### src/rtl/proc_pkg.sv
// Shared definitions for the 16-bit processor: data widths, opcodes and the
// fetch sequencer state encoding.
package proc_pkg;

    localparam int ADDR_W  = 8;
    localparam int INSTR_W = 16;

    typedef logic [3:0] opcode_t;

    localparam opcode_t OP_NOP  = 4'h0;
    localparam opcode_t OP_JMPI = 4'hF;

    typedef enum logic [2:0] {
        ST_IDLE,
        ST_PC_RD,
        ST_PC_CAP,
        ST_MEM_REQ,
        ST_PC_UPD,
        ST_ISSUE
    } fetch_state_e;

    function automatic logic is_jmpi(input logic [INSTR_W-1:0] instr);
        return instr[INSTR_W-1 -: 4] == OP_JMPI;
    endfunction

endpackage

### src/rtl/instruction_fetch_if.sv
// Signals between the fetch sequencer and its PC, instruction memory and
// decode stage. The master side is the fetch sequencer.
interface instruction_fetch_if;

    logic                         pc_rd_en;
    logic                         pc_count;
    logic                         pc_dir;
    logic                         pc_wr_en;
    logic [proc_pkg::ADDR_W-1:0]  pc_load_value;
    logic [proc_pkg::ADDR_W-1:0]  pc_value;

    logic [proc_pkg::ADDR_W-1:0]  mem_addr;
    logic                         mem_rd_req;
    logic                         mem_rd_ack;
    logic [proc_pkg::INSTR_W-1:0] mem_rd_data;

    logic [proc_pkg::INSTR_W-1:0] ir_data;
    logic                         ir_valid;
    logic                         ir_ready;

    modport master (
        output pc_rd_en, pc_count, pc_dir, pc_wr_en, pc_load_value,
        output mem_addr, mem_rd_req,
        output ir_data, ir_valid,
        input  pc_value, mem_rd_ack, mem_rd_data, ir_ready
    );

    modport slave (
        input  pc_rd_en, pc_count, pc_dir, pc_wr_en, pc_load_value,
        input  mem_addr, mem_rd_req,
        input  ir_data, ir_valid,
        output pc_value, mem_rd_ack, mem_rd_data, ir_ready
    );

endinterface

### src/rtl/fetch_timeout_ctr.sv
// Saturating wait counter for instruction-memory reads; expired is high once
// the count has reached MEM_TIMEOUT.
module fetch_timeout_ctr #(
    parameter int MEM_TIMEOUT = 15
) (
    input  logic count_clk,
    input  logic count_rst_n,
    input  logic clr,
    input  logic en,
    output logic expired
);

    localparam int CNT_W = $clog2(MEM_TIMEOUT + 1);
    localparam logic [CNT_W-1:0] LIMIT = CNT_W'(MEM_TIMEOUT);

    logic [CNT_W-1:0] count_q;

    // NOTE: state registers use non-blocking assignments so every flop samples
    // pre-edge values, independent of process evaluation order.
    always_ff @(posedge count_clk or negedge count_rst_n) begin
        if (!count_rst_n) begin
            count_q <= '0;
        end else if (clr) begin
            count_q <= '0;
        end else if (en && !expired) begin
            count_q <= count_q + 1'b1;
        end
    end

    assign expired = (count_q == LIMIT);

endmodule

### src/rtl/instruction_fetch.sv
// Fetch sequencer: PC read, instruction-memory read with timeout, PC update
// (increment or immediate jump) and valid/ready issue to decode.
module instruction_fetch
    import proc_pkg::*;
#(
    parameter int MEM_TIMEOUT = 15
) (
    input  logic                fetch_clk,
    input  logic                fetch_rst_n,
    input  logic                fetch_en,
    input  logic                fetch_flush,
    output logic                fetch_err,
    instruction_fetch_if.master bus
);

    fetch_state_e state_q, state_d;
    logic         expired;
    logic         capture;
    logic         timeout_hit;

    fetch_timeout_ctr #(.MEM_TIMEOUT(MEM_TIMEOUT)) u_timeout (
        .count_clk   (fetch_clk),
        .count_rst_n (fetch_rst_n),
        .clr         (state_q == ST_PC_CAP),
        .en          (state_q == ST_MEM_REQ && !bus.mem_rd_ack),
        .expired     (expired)
    );

    // An ack in the expiring cycle wins; a flush beats both.
    assign capture     = (state_q == ST_MEM_REQ) && bus.mem_rd_ack && !fetch_flush;
    assign timeout_hit = (state_q == ST_MEM_REQ) && !bus.mem_rd_ack && expired && !fetch_flush;

    // NOTE: next-state is assigned a default before any branch, so no path
    // leaves it unassigned and no latch is inferred.
    always_comb begin
        state_d = state_q;
        if (fetch_flush) begin
            state_d = ST_IDLE;
        end else begin
            unique case (state_q)
                ST_IDLE:    if (fetch_en) state_d = ST_PC_RD;
                ST_PC_RD:   state_d = ST_PC_CAP;
                ST_PC_CAP:  state_d = ST_MEM_REQ;
                ST_MEM_REQ: begin
                    if (bus.mem_rd_ack)  state_d = ST_PC_UPD;
                    else if (expired)    state_d = ST_IDLE;
                end
                ST_PC_UPD:  state_d = ST_ISSUE;
                ST_ISSUE:   if (bus.ir_ready) state_d = fetch_en ? ST_PC_RD : ST_IDLE;
                default:    state_d = ST_IDLE;
            endcase
        end
    end

    always_ff @(posedge fetch_clk or negedge fetch_rst_n) begin
        if (!fetch_rst_n) begin
            state_q <= ST_IDLE;
        end else begin
            state_q <= state_d;
        end
    end

    // Outputs are registered from the next state so strobes cannot glitch.
    always_ff @(posedge fetch_clk or negedge fetch_rst_n) begin
        if (!fetch_rst_n) begin
            bus.pc_rd_en      <= 1'b0;
            bus.pc_count      <= 1'b0;
            bus.pc_wr_en      <= 1'b0;
            bus.pc_load_value <= '0;
            bus.mem_addr      <= '0;
            bus.mem_rd_req    <= 1'b0;
            bus.ir_data       <= '0;
            bus.ir_valid      <= 1'b0;
            fetch_err         <= 1'b0;
        end else begin
            bus.pc_rd_en   <= (state_d == ST_PC_RD);
            bus.mem_rd_req <= (state_d == ST_MEM_REQ);
            bus.ir_valid   <= (state_d == ST_ISSUE);
            bus.pc_count   <= capture && !is_jmpi(bus.mem_rd_data);
            bus.pc_wr_en   <= capture &&  is_jmpi(bus.mem_rd_data);

            if (capture) begin
                bus.ir_data       <= bus.mem_rd_data;
                bus.pc_load_value <= bus.mem_rd_data[ADDR_W-1:0];
            end

            if (state_q == ST_PC_CAP && !fetch_flush) begin
                bus.mem_addr <= bus.pc_value;
            end

            if (timeout_hit) begin
                fetch_err <= 1'b1;
            end
        end
    end

    assign bus.pc_dir = 1'b0;

endmodule

### src/flat_wrapper.sv
// flat-port wrapper written by rule: the top's interface ports become plain ports
module instruction_fetch_flat import proc_pkg::*;
#(
    parameter int MEM_TIMEOUT = 15
)
  (fetch_clk, fetch_rst_n, fetch_en, fetch_flush, fetch_err, bus_pc_rd_en, bus_pc_count, bus_pc_dir, bus_pc_wr_en, bus_pc_load_value, bus_mem_addr, bus_mem_rd_req, bus_ir_data, bus_ir_valid, bus_pc_value, bus_mem_rd_ack, bus_mem_rd_data, bus_ir_ready);
  instruction_fetch_if bus_i ();
  input  logic fetch_clk;
  input  logic fetch_rst_n;
  input  logic fetch_en;
  input  logic fetch_flush;
  output logic fetch_err;
  output wire logic [$bits(bus_i.pc_rd_en)-1:0] bus_pc_rd_en;
  output wire logic [$bits(bus_i.pc_count)-1:0] bus_pc_count;
  output wire logic [$bits(bus_i.pc_dir)-1:0] bus_pc_dir;
  output wire logic [$bits(bus_i.pc_wr_en)-1:0] bus_pc_wr_en;
  output wire logic [$bits(bus_i.pc_load_value)-1:0] bus_pc_load_value;
  output wire logic [$bits(bus_i.mem_addr)-1:0] bus_mem_addr;
  output wire logic [$bits(bus_i.mem_rd_req)-1:0] bus_mem_rd_req;
  output wire logic [$bits(bus_i.ir_data)-1:0] bus_ir_data;
  output wire logic [$bits(bus_i.ir_valid)-1:0] bus_ir_valid;
  input wire logic [$bits(bus_i.pc_value)-1:0] bus_pc_value;
  input wire logic [$bits(bus_i.mem_rd_ack)-1:0] bus_mem_rd_ack;
  input wire logic [$bits(bus_i.mem_rd_data)-1:0] bus_mem_rd_data;
  input wire logic [$bits(bus_i.ir_ready)-1:0] bus_ir_ready;
  assign bus_pc_rd_en = bus_i.pc_rd_en;
  assign bus_pc_count = bus_i.pc_count;
  assign bus_pc_dir = bus_i.pc_dir;
  assign bus_pc_wr_en = bus_i.pc_wr_en;
  assign bus_pc_load_value = bus_i.pc_load_value;
  assign bus_mem_addr = bus_i.mem_addr;
  assign bus_mem_rd_req = bus_i.mem_rd_req;
  assign bus_ir_data = bus_i.ir_data;
  assign bus_ir_valid = bus_i.ir_valid;
  assign bus_i.pc_value = bus_pc_value;
  assign bus_i.mem_rd_ack = bus_mem_rd_ack;
  assign bus_i.mem_rd_data = bus_mem_rd_data;
  assign bus_i.ir_ready = bus_ir_ready;
  instruction_fetch #(.MEM_TIMEOUT(MEM_TIMEOUT)) u_core (.fetch_clk(fetch_clk), .fetch_rst_n(fetch_rst_n), .fetch_en(fetch_en), .fetch_flush(fetch_flush), .fetch_err(fetch_err), .bus(bus_i));
endmodule
### config.mk
export PLATFORM = sky130hd
export DESIGN_NAME = instruction_fetch_flat
export DESIGN_NICKNAME = d
export VERILOG_FILES = /design/src/rtl/proc_pkg.sv /design/src/rtl/instruction_fetch_if.sv /design/src/rtl/fetch_timeout_ctr.sv /design/src/rtl/instruction_fetch.sv /design/src/flat_wrapper.sv
export SDC_FILE = /design/constraint.sdc
export NUM_CORES = 1
export LEC_CHECK = 0
export ABC_AREA = 1
export BUFFER_PORTS_ARGS = -buffer_cell sky130_fd_sc_hd__buf_4
export CORE_AREA = 2 2 59 75
export DETAILED_ROUTE_END_ITERATION = 8
export DIE_AREA = 0 0 61 77
export GPL_ROUTABILITY_DRIVEN = 1
export GPL_TIMING_DRIVEN = 0
export PLACE_DENSITY = 0.74
export SYNTH_ARGS = -nofsm -noshare
export SYNTH_HDL_FRONTEND = slang
export SYNTH_HIERARCHICAL = 1
export SYNTH_SLANG_ARGS = --single-unit
### constraint.sdc
create_clock -name fetch_clk -period 2.09 [get_ports fetch_clk]
set_clock_uncertainty 0.2 [all_clocks]
set_input_delay 0.1045 -clock fetch_clk [delete_from_list [all_inputs] [get_ports fetch_clk]]
set_output_delay 0.1045 -clock fetch_clk [all_outputs]
set_load 0.02 [all_outputs]
==> out/metrics.csv, run 1 <==
metric;value;unit
status;finished clean;
critical path type;register to register;
largest net degree at the start of global routing;38;
total gr overflow;0;
average wire per standard cell;11.4;um
Skew-Pair Late Insertion Delay;0.28;ns
final worst slack;0.398;ns
Period minus WS final;1.69;ns
Pins Over Slew Limit;0;
max-cap violations;0;
ANT nets after route;0;
Post-CTS Hold Buffers;27;
commonest non-fill, non-tap cell in the layout;buf_4;
H-tree levels;2;
post-layout power;2.33;mW
commonest non-fill, non-tap cells in the layout;buf_4 (76), nand2_1 (52), dfrtp_1 (37);
CORE AREA;4000;um^2
Antenna Cells;0;
count of final setup violators;0;
vias per cell;4.42;
Initial Utilization;0.432;
total number of vias;1541;
CTS Buf Count;5;
antenna violations before repair;0;
Cells after Synth;191;
setup repair after global routing missed its margin;false;
CTS tree;built;
# Post-CTS Setup Buffers;0;
critical-path maximum fanout;5;
Post-Layout Cell Count;349;
Crit. End Element;register;
PwrDens;878;nW/um^2
VDD IR max;0.595;mV
top cell type's share of synthesized area;0.536;
GP Congestion;0.784;
Seq cells post-synth;37;
Worst Path Arrival;1.70;ns
fmax;591;MHz
Tcrit/Tclk final;0.810;
Net Count, Synth;222;
post-DP HPWL;2670;um
CP Data Required Time;2.10;ns
first-pass GRT wire length;6970;um
die width;61;um
final hold violations;0;
fin nets;323;
post-layout util;0.663;
maximum clock insertion buffer count;2;
Leak Pwr;1.49;nW
setup TNS;0;ns
FILL cells;328;
largest cells by area after synthesis;dfrtp_1 (54%), nand2_1 (11%), o21ai_2 (8.1%), inv_1 (6.5%), buf_4 (3.9%);
initial DRC count;85;
full die area;4700;um^2
vias in the first global route;1655;
cell taking the most area after synthesis;dfrtp_1;
drt first pass iters;4;
GRT Total Usage;0.196;
drc violations;0;
Cells after DPL;314;
share of cells above drive strength 1;0.372;
# rows;26;
DRT Wirelength;3990;um
total I/O pin count;69;
die height;77;um
Ys Warns;6;
clock sinks;37;
startpoint type of the worst setup path;register;
Root Driver;clkbuf_8;
Post-Place Setup Slack;0.381;ns
port buffer count;67;
P&R area growth vs syn;53.4;%
synthesized area per cell;9.05;um^2
post-CTS resize count;0;
Hold Crit Class;input port to register;
Seq/Total Area, Yosys;0.536;
clock slew at reported path FFs;0.07;ns
Cell variety after synth;21;
Cell Area, Synth;1730;um^2
-- metal layers --
layer,global-route usage,up-vias,wire [um],part of all wire
met5,0,-,0,0
met4,0.0565,0,50,0.013
met3,0.0658,5,248,0.062
met2,0.354,54,2170,0.55
met1,0.207,706,1510,0.38
li1,-,776,-,-
-- synthesized netlist by cell type --
master    instances
a21oi_1           2
a31o_2            1
buf_4             9
buf_6             3
clkbuf_1          1
conb_1            1
dfrtp_1          37
ha_1              1
inv_1            30
inv_2             1
nand2_1          52
nand2_2           3
nand3_1          13
nand3_4           1
nand4_1           3
nor2_1           10
nor2_2            1
nor2_4            2
nor3_1            3
o21ai_2          16
xor2_1            1
-- flip-flops by register name, summed over array words and instances (netlist names) --
register,cells
u_core/bus.mem_addr,8
u_core/bus.pc_load_value,7
u_core/bus.pc_count,1
u_core/bus.ir_data,9
u_core/bus.ir_valid,1
u_core/u_timeout/count_q,4
u_core/bus.pc_wr_en,1
u_core/fetch_err,1
u_core/bus.mem_rd_req,1
u_core/bus.pc_rd_en,1
u_core/state_q,3
-- worst max-delay path, cell delays in order, from the launching register on --
cell and delay [ns]:
dfrtp_1 0.42, ha_1 0.24, nand3_1 0.11, inv_1 0.06, inv_1 0.05, nand3_1 0.08
nand2_1 0.07, nand2_1 0.06, nor2_1 0.13, nand2_1 0.09, nor2_1 0.11
-- where the power goes --
| group | internal (mW) | switching, mW |
|---|---|---|
| clock network | 0.237 | 0.228 |
| registers | 0.864 | 0.101 |
| logic | 0.431 | 0.467 |
| total | 1.53 | 0.796 |
-- path summary, 6_finish.rpt --
kind,start,end,slack (ns),cells after the start
max in group asynchronous,fetch_rst_n,u_core/bus.mem_addr[1],1.26,2
min reg2reg,u_core/bus.mem_addr[2],u_core/bus.mem_addr[2],0.27,2
max reg2reg,u_core/u_timeout/count_q[0],u_core/bus.ir_valid,0.40,10
max,u_core/u_timeout/count_q[0],u_core/bus.ir_valid,0.40,10
min in group asynchronous,fetch_rst_n,u_core/fetch_err,0.12,2
min,fetch_en,u_core/state_q[0],0.01,5
-- per-stage QoR --
| step | area, um^2 | hold slack (ns) |
|---|---|---|
| after floorplan | 1730 | -0.391 |
| after global placement | 2300 | -0.103 |
| after detailed placement | 2300 | -0.105 |
| after CTS | 2650 | 0.0123 |
| after global routing | 2650 | 0.0344 |
| final | 2650 | 0.0140 |
-- cell type report --
cell class	instances	area (um^2)	share of cell area
plain buffers	13	105	0.0396
clock buffers	8	80.1	0.0302
inverters	31	116	0.0439
multi-input cells	110	581	0.219
flip-flops and latches	37	926	0.349
well taps	56	70.1	0.0264
repair buffers	94	773	0.292
-- kinds of logic (layout without fill, tap and decap cells) --
family,after synthesis,in the layout,share of synthesized area
AND/OR/NAND/NOR,88,88,0.230
adder cells (fa/ha/maj),1,1,0.00724
buffers and inverters,44,146,0.128
flip-flops,37,37,0.536
other,1,1,0.00217
AO/OA/AOI/OAI,19,19,0.0920
XOR/XNOR,1,1,0.00507
(Power assumes the default switching activity.)
==> run 2: changes to the inputs <==
- ABC_AREA: 1 -> 0
- clock period: 2.09 -> 1.4 ns (I/O delays scaled with it)
==> out/metrics.csv, run 2 <==
metric;value;unit;change
status;finished, violations left;;was finished clean
failing checks;negative hold slack, negative setup slack;;
largest cells by area after synthesis;dfrtp_1 (56%), mux2_2 (12%), mux2_4 (7.3%), buf_4 (4.6%), nand4_4 (1.3%);;was dfrtp_1 (54%), nand2_1 (11%), o21ai_2 (8.1%), inv_1 (6.5%), buf_4 (3.9%)
worst hold path stage count;3;;was 5
Initial Utilization;0.410;;was 0.432
clock sinks;37;;unchanged
Net Count, Synth;147;;was 222
hold_ws;-0.0375;ns;was 0.0140 ns
Largest register FFs;9;;unchanged
die width;61;um;unchanged
post-layout util;0.745;;was 0.663
CP Data Required Time;1.38;ns;was 2.10 ns
full die area;4700;um^2;unchanged
Reg with most FFs;u_core/bus.ir_data;;unchanged
FILL cells;246;;was 328
ys async rst share;1.00;;unchanged
Post-Place Setup Slack;-0.380;ns;was 0.381 ns
max-cap violations;0;;unchanged
CP top delay family;simple AND/OR/NAND/NOR gates;;unchanged
Cell Area, Synth;1640;um^2;was 1730 um^2
antenna violations before repair;0;;unchanged
Cells after DPL;239;;was 314
Seq pwr share;0.374;;was 0.415
drc violations;0;;unchanged
Antenna Cells;0;;unchanged
clock slew at reported path FFs;0.07;ns;about the same
most frequent cells after synthesis;dfrtp_1 (37), mux2_2 (17), buf_4 (10);;was nand2_1 (52), dfrtp_1 (37), inv_1 (30)
Slowest cell on crit path;dfrtp_2;;was dfrtp_1
Period minus WS final;1.71;ns;was 1.69 ns
DRT Wirelength;4710;um;was 3990 um
count of final setup violators;34;;was 0
commonest non-fill, non-tap cells in the layout;buf_4 (90), dfrtp_1 (36), dlygate4sd3_1 (29);;was buf_4 (76), nand2_1 (52), dfrtp_1 (37)
CORE AREA;4000;um^2;unchanged
startpoint type of the worst setup path;register;;unchanged
# rows;26;;unchanged
clock group share of total power;0.243;;was 0.200
Skew-Pair Late Insertion Delay;0.29;ns;was 0.28 ns
cell area after placement;2230;um^2;was 2300 um^2
Post-Layout Cell Count;298;;was 349
fmax;586;MHz;was 591 MHz
GRT Total Usage;0.193;;was 0.196
Ys Warns;6;;unchanged
Finished Cell Area;2980;um^2;was 2650 um^2
count leader, synth;dfrtp_1;;was nand2_1
Max stage delay on crit path;0.43;ns;was 0.42 ns
post-layout power;3.79;mW;was 2.33 mW
critical-path maximum fanout;8;;was 5
Post-synth EDFFs;0;;unchanged
first-pass GRT wire length;6630;um;was 6970 um
post-DP HPWL;2510;um;was 2670 um
port buffer count;67;;unchanged
cell taking the most area after synthesis;dfrtp_1;;unchanged
average wire per standard cell;15.8;um;was 11.4 um
FF-to-FF path depth;3;;was 10
Seq cells post-synth;37;;unchanged
Regs by FF count;u_core/bus.ir_data (9), u_core/bus.mem_addr (8), u_core/bus.pc_load_value (7);;unchanged
sequential cell area;927;um^2;was 926 um^2
Multi-input gate area;752;um^2;was 581 um^2
initial DRC count;15;;was 85
Cell variety after synth;33;;was 21
CTS tree;built;;unchanged
final worst slack;-0.306;ns;was 0.398 ns
main flop type after synthesis;dfrtp_1;;unchanged
commonest non-fill, non-tap cell in the layout;buf_4;;unchanged
setup repair after global routing missed its margin;true;;was false
Net Sw Power;1.20;mW;was 0.796 mW
VDD IR max;1.11;mV;was 0.595 mV
P&R area growth vs syn;81.7;%;was 53.4%
Crit. End Element;register;;unchanged
maximum clock insertion buffer count;2;;unchanged
vias per cell;4.61;;was 4.42
GP Congestion;0.816;;was 0.784
final hold violations;2;;was 0
Logic pwr share;0.383;;was 0.386
die height;77;um;unchanged
CTS Buf Count;5;;unchanged
synthesized area per cell;14.1;um^2;was 9.05 um^2
fin nets;272;;was 323
Pins Over Slew Limit;0;;unchanged
Worst Path Arrival;1.68;ns;was 1.70 ns
Tcrit/Tclk final;1.22;;was 0.810
ANT nets after route;0;;unchanged
crit path cell chain;or3b_4 -> nor2_8 -> mux2_2;;was ha_1 -> nand3_1 -> inv_1 -> inv_1 -> nand3_1 -> nand2_1 -> nand2_1 -> nor2_1 -> nand2_1 -> nor2_1
Leak Pwr;1.49;nW;about the same
critical path type;register to register;;unchanged
Cells after Synth;116;;was 191
total I/O pin count;69;;unchanged
Root Driver;clkbuf_8;;unchanged
Crit path depth;3;;was 10
sw frac;0.316;;was 0.342
Hold Crit Class;input port to register;;unchanged
H-tree levels;2;;unchanged
top cell type's share of synthesized area;0.564;;was 0.536
vias in the first global route;1443;;was 1655
largest net degree at the start of global routing;38;;unchanged
Int Pwr;2.59;mW;was 1.53 mW
Seq/Total Area, Yosys;0.564;;was 0.536
total number of vias;1373;;was 1541
total gr overflow;0;;unchanged
PwrDens;1270;nW/um^2;was 878 nW/um^2
crit path buf inv count;0;;was 2
share of cells above drive strength 1;0.649;;was 0.372
drt first pass iters;5;;was 4
-- run 2: cell types whose count changed in the layout (fill, tap and decap cells not counted), sizes merged, moves of 2 or more --
cell         delta
nand2b          +3
nor2            -6
nor3b           +2
nand3          -14
mux2           +25
inv            -31
clkbuf          -3
a21oi           +2
o21ai          -14
or2             +2
dlygate4sd3     +2
nand2          -54
buf            +21
nor2b           +3
-- run 2: cells by family (layout without fill, tap and decap cells) --
group           Yosys count  in the layout  share of synthesized area
fa+ha+maj                 1              1                    0.00763
mux                      26             26                      0.196
buf+inv                  12            138                     0.0557
compound gates           11             11                     0.0442
simple gates             28             28                      0.130
other cells               1              1                    0.00229
flops                    37             37                      0.564
-- run 2: what timing repair did --
action | 4_1_cts | 5_1_grt
resized for setup | 10 | 21
setup endpoints to repair | 34 | 34
pin swaps | 10 | 11
gates cloned | 0 | 1
endpoints found under the hold margin | 69 | 3
hold buffers | 27 | 2
buffers inserted | 11 | 10
-- run 2: area by class of cell --
cell class | count | area share
clock inverters | 3 | 0.0155
well taps | 56 | 0.0235
flip-flops and latches | 37 | 0.311
clock buffers | 5 | 0.0231
multi-input cells | 67 | 0.252
repair buffers | 118 | 0.338
plain buffers | 12 | 0.0369
-- run 2: through the flow --
step | hold WS [ns] | TNS [ns]
final | -0.0375 | -7.60
after floorplan | -0.426 | -4.08
after global routing | -0.0363 | -8.94
after CTS | -0.196 | -6.60
after global placement | -0.155 | -7.34
after detailed placement | -0.143 | -8.25
-- run 2: worst min-delay path, cell delays in order --
cell    delay [ns]
buf_4         0.11
nor2_1        0.04
and4_1        0.19
-- run 2: final timing paths --
kind                              startpoint                      to  slack (ns)
max in group asynchronous        fetch_rst_n       u_core/state_q[2]        0.55
hold / removal                   fetch_flush     u_core/bus.pc_rd_en       -0.04
setup / recovery           u_core/state_q[2]  u_core/bus.mem_addr[2]       -0.31
setup reg to reg           u_core/state_q[2]  u_core/bus.mem_addr[2]       -0.31
min in group asynchronous        fetch_rst_n  u_core/bus.mem_addr[1]        0.08
hold reg to reg             u_core/fetch_err        u_core/fetch_err        0.30
-- run 2: per-layer routing --
| layer | up-vias | routed length [um] | track usage |
|---|---|---|---|
| li1 | 649 | - | - |
| met1 | 668 | 1690 | 0.192 |
| met2 | 44 | 2700 | 0.356 |
| met3 | 12 | 167 | 0.0472 |
| met4 | 0 | 155 | 0.0848 |
| met5 | - | 0 | 0 |
-- run 2: power groups by stage --
stage | sequential, mW | combinational, mW | clock (mW)
after detailed placement | 1.44 | 1.27 | 0
after floorplan | 1.68 | 0.451 | 0
final | 1.42 | 1.45 | 0.922
after global routing | 1.45 | 1.53 | 1.00
after global placement | 1.42 | 1.24 | 0
after CTS | 1.42 | 1.38 | 0.942
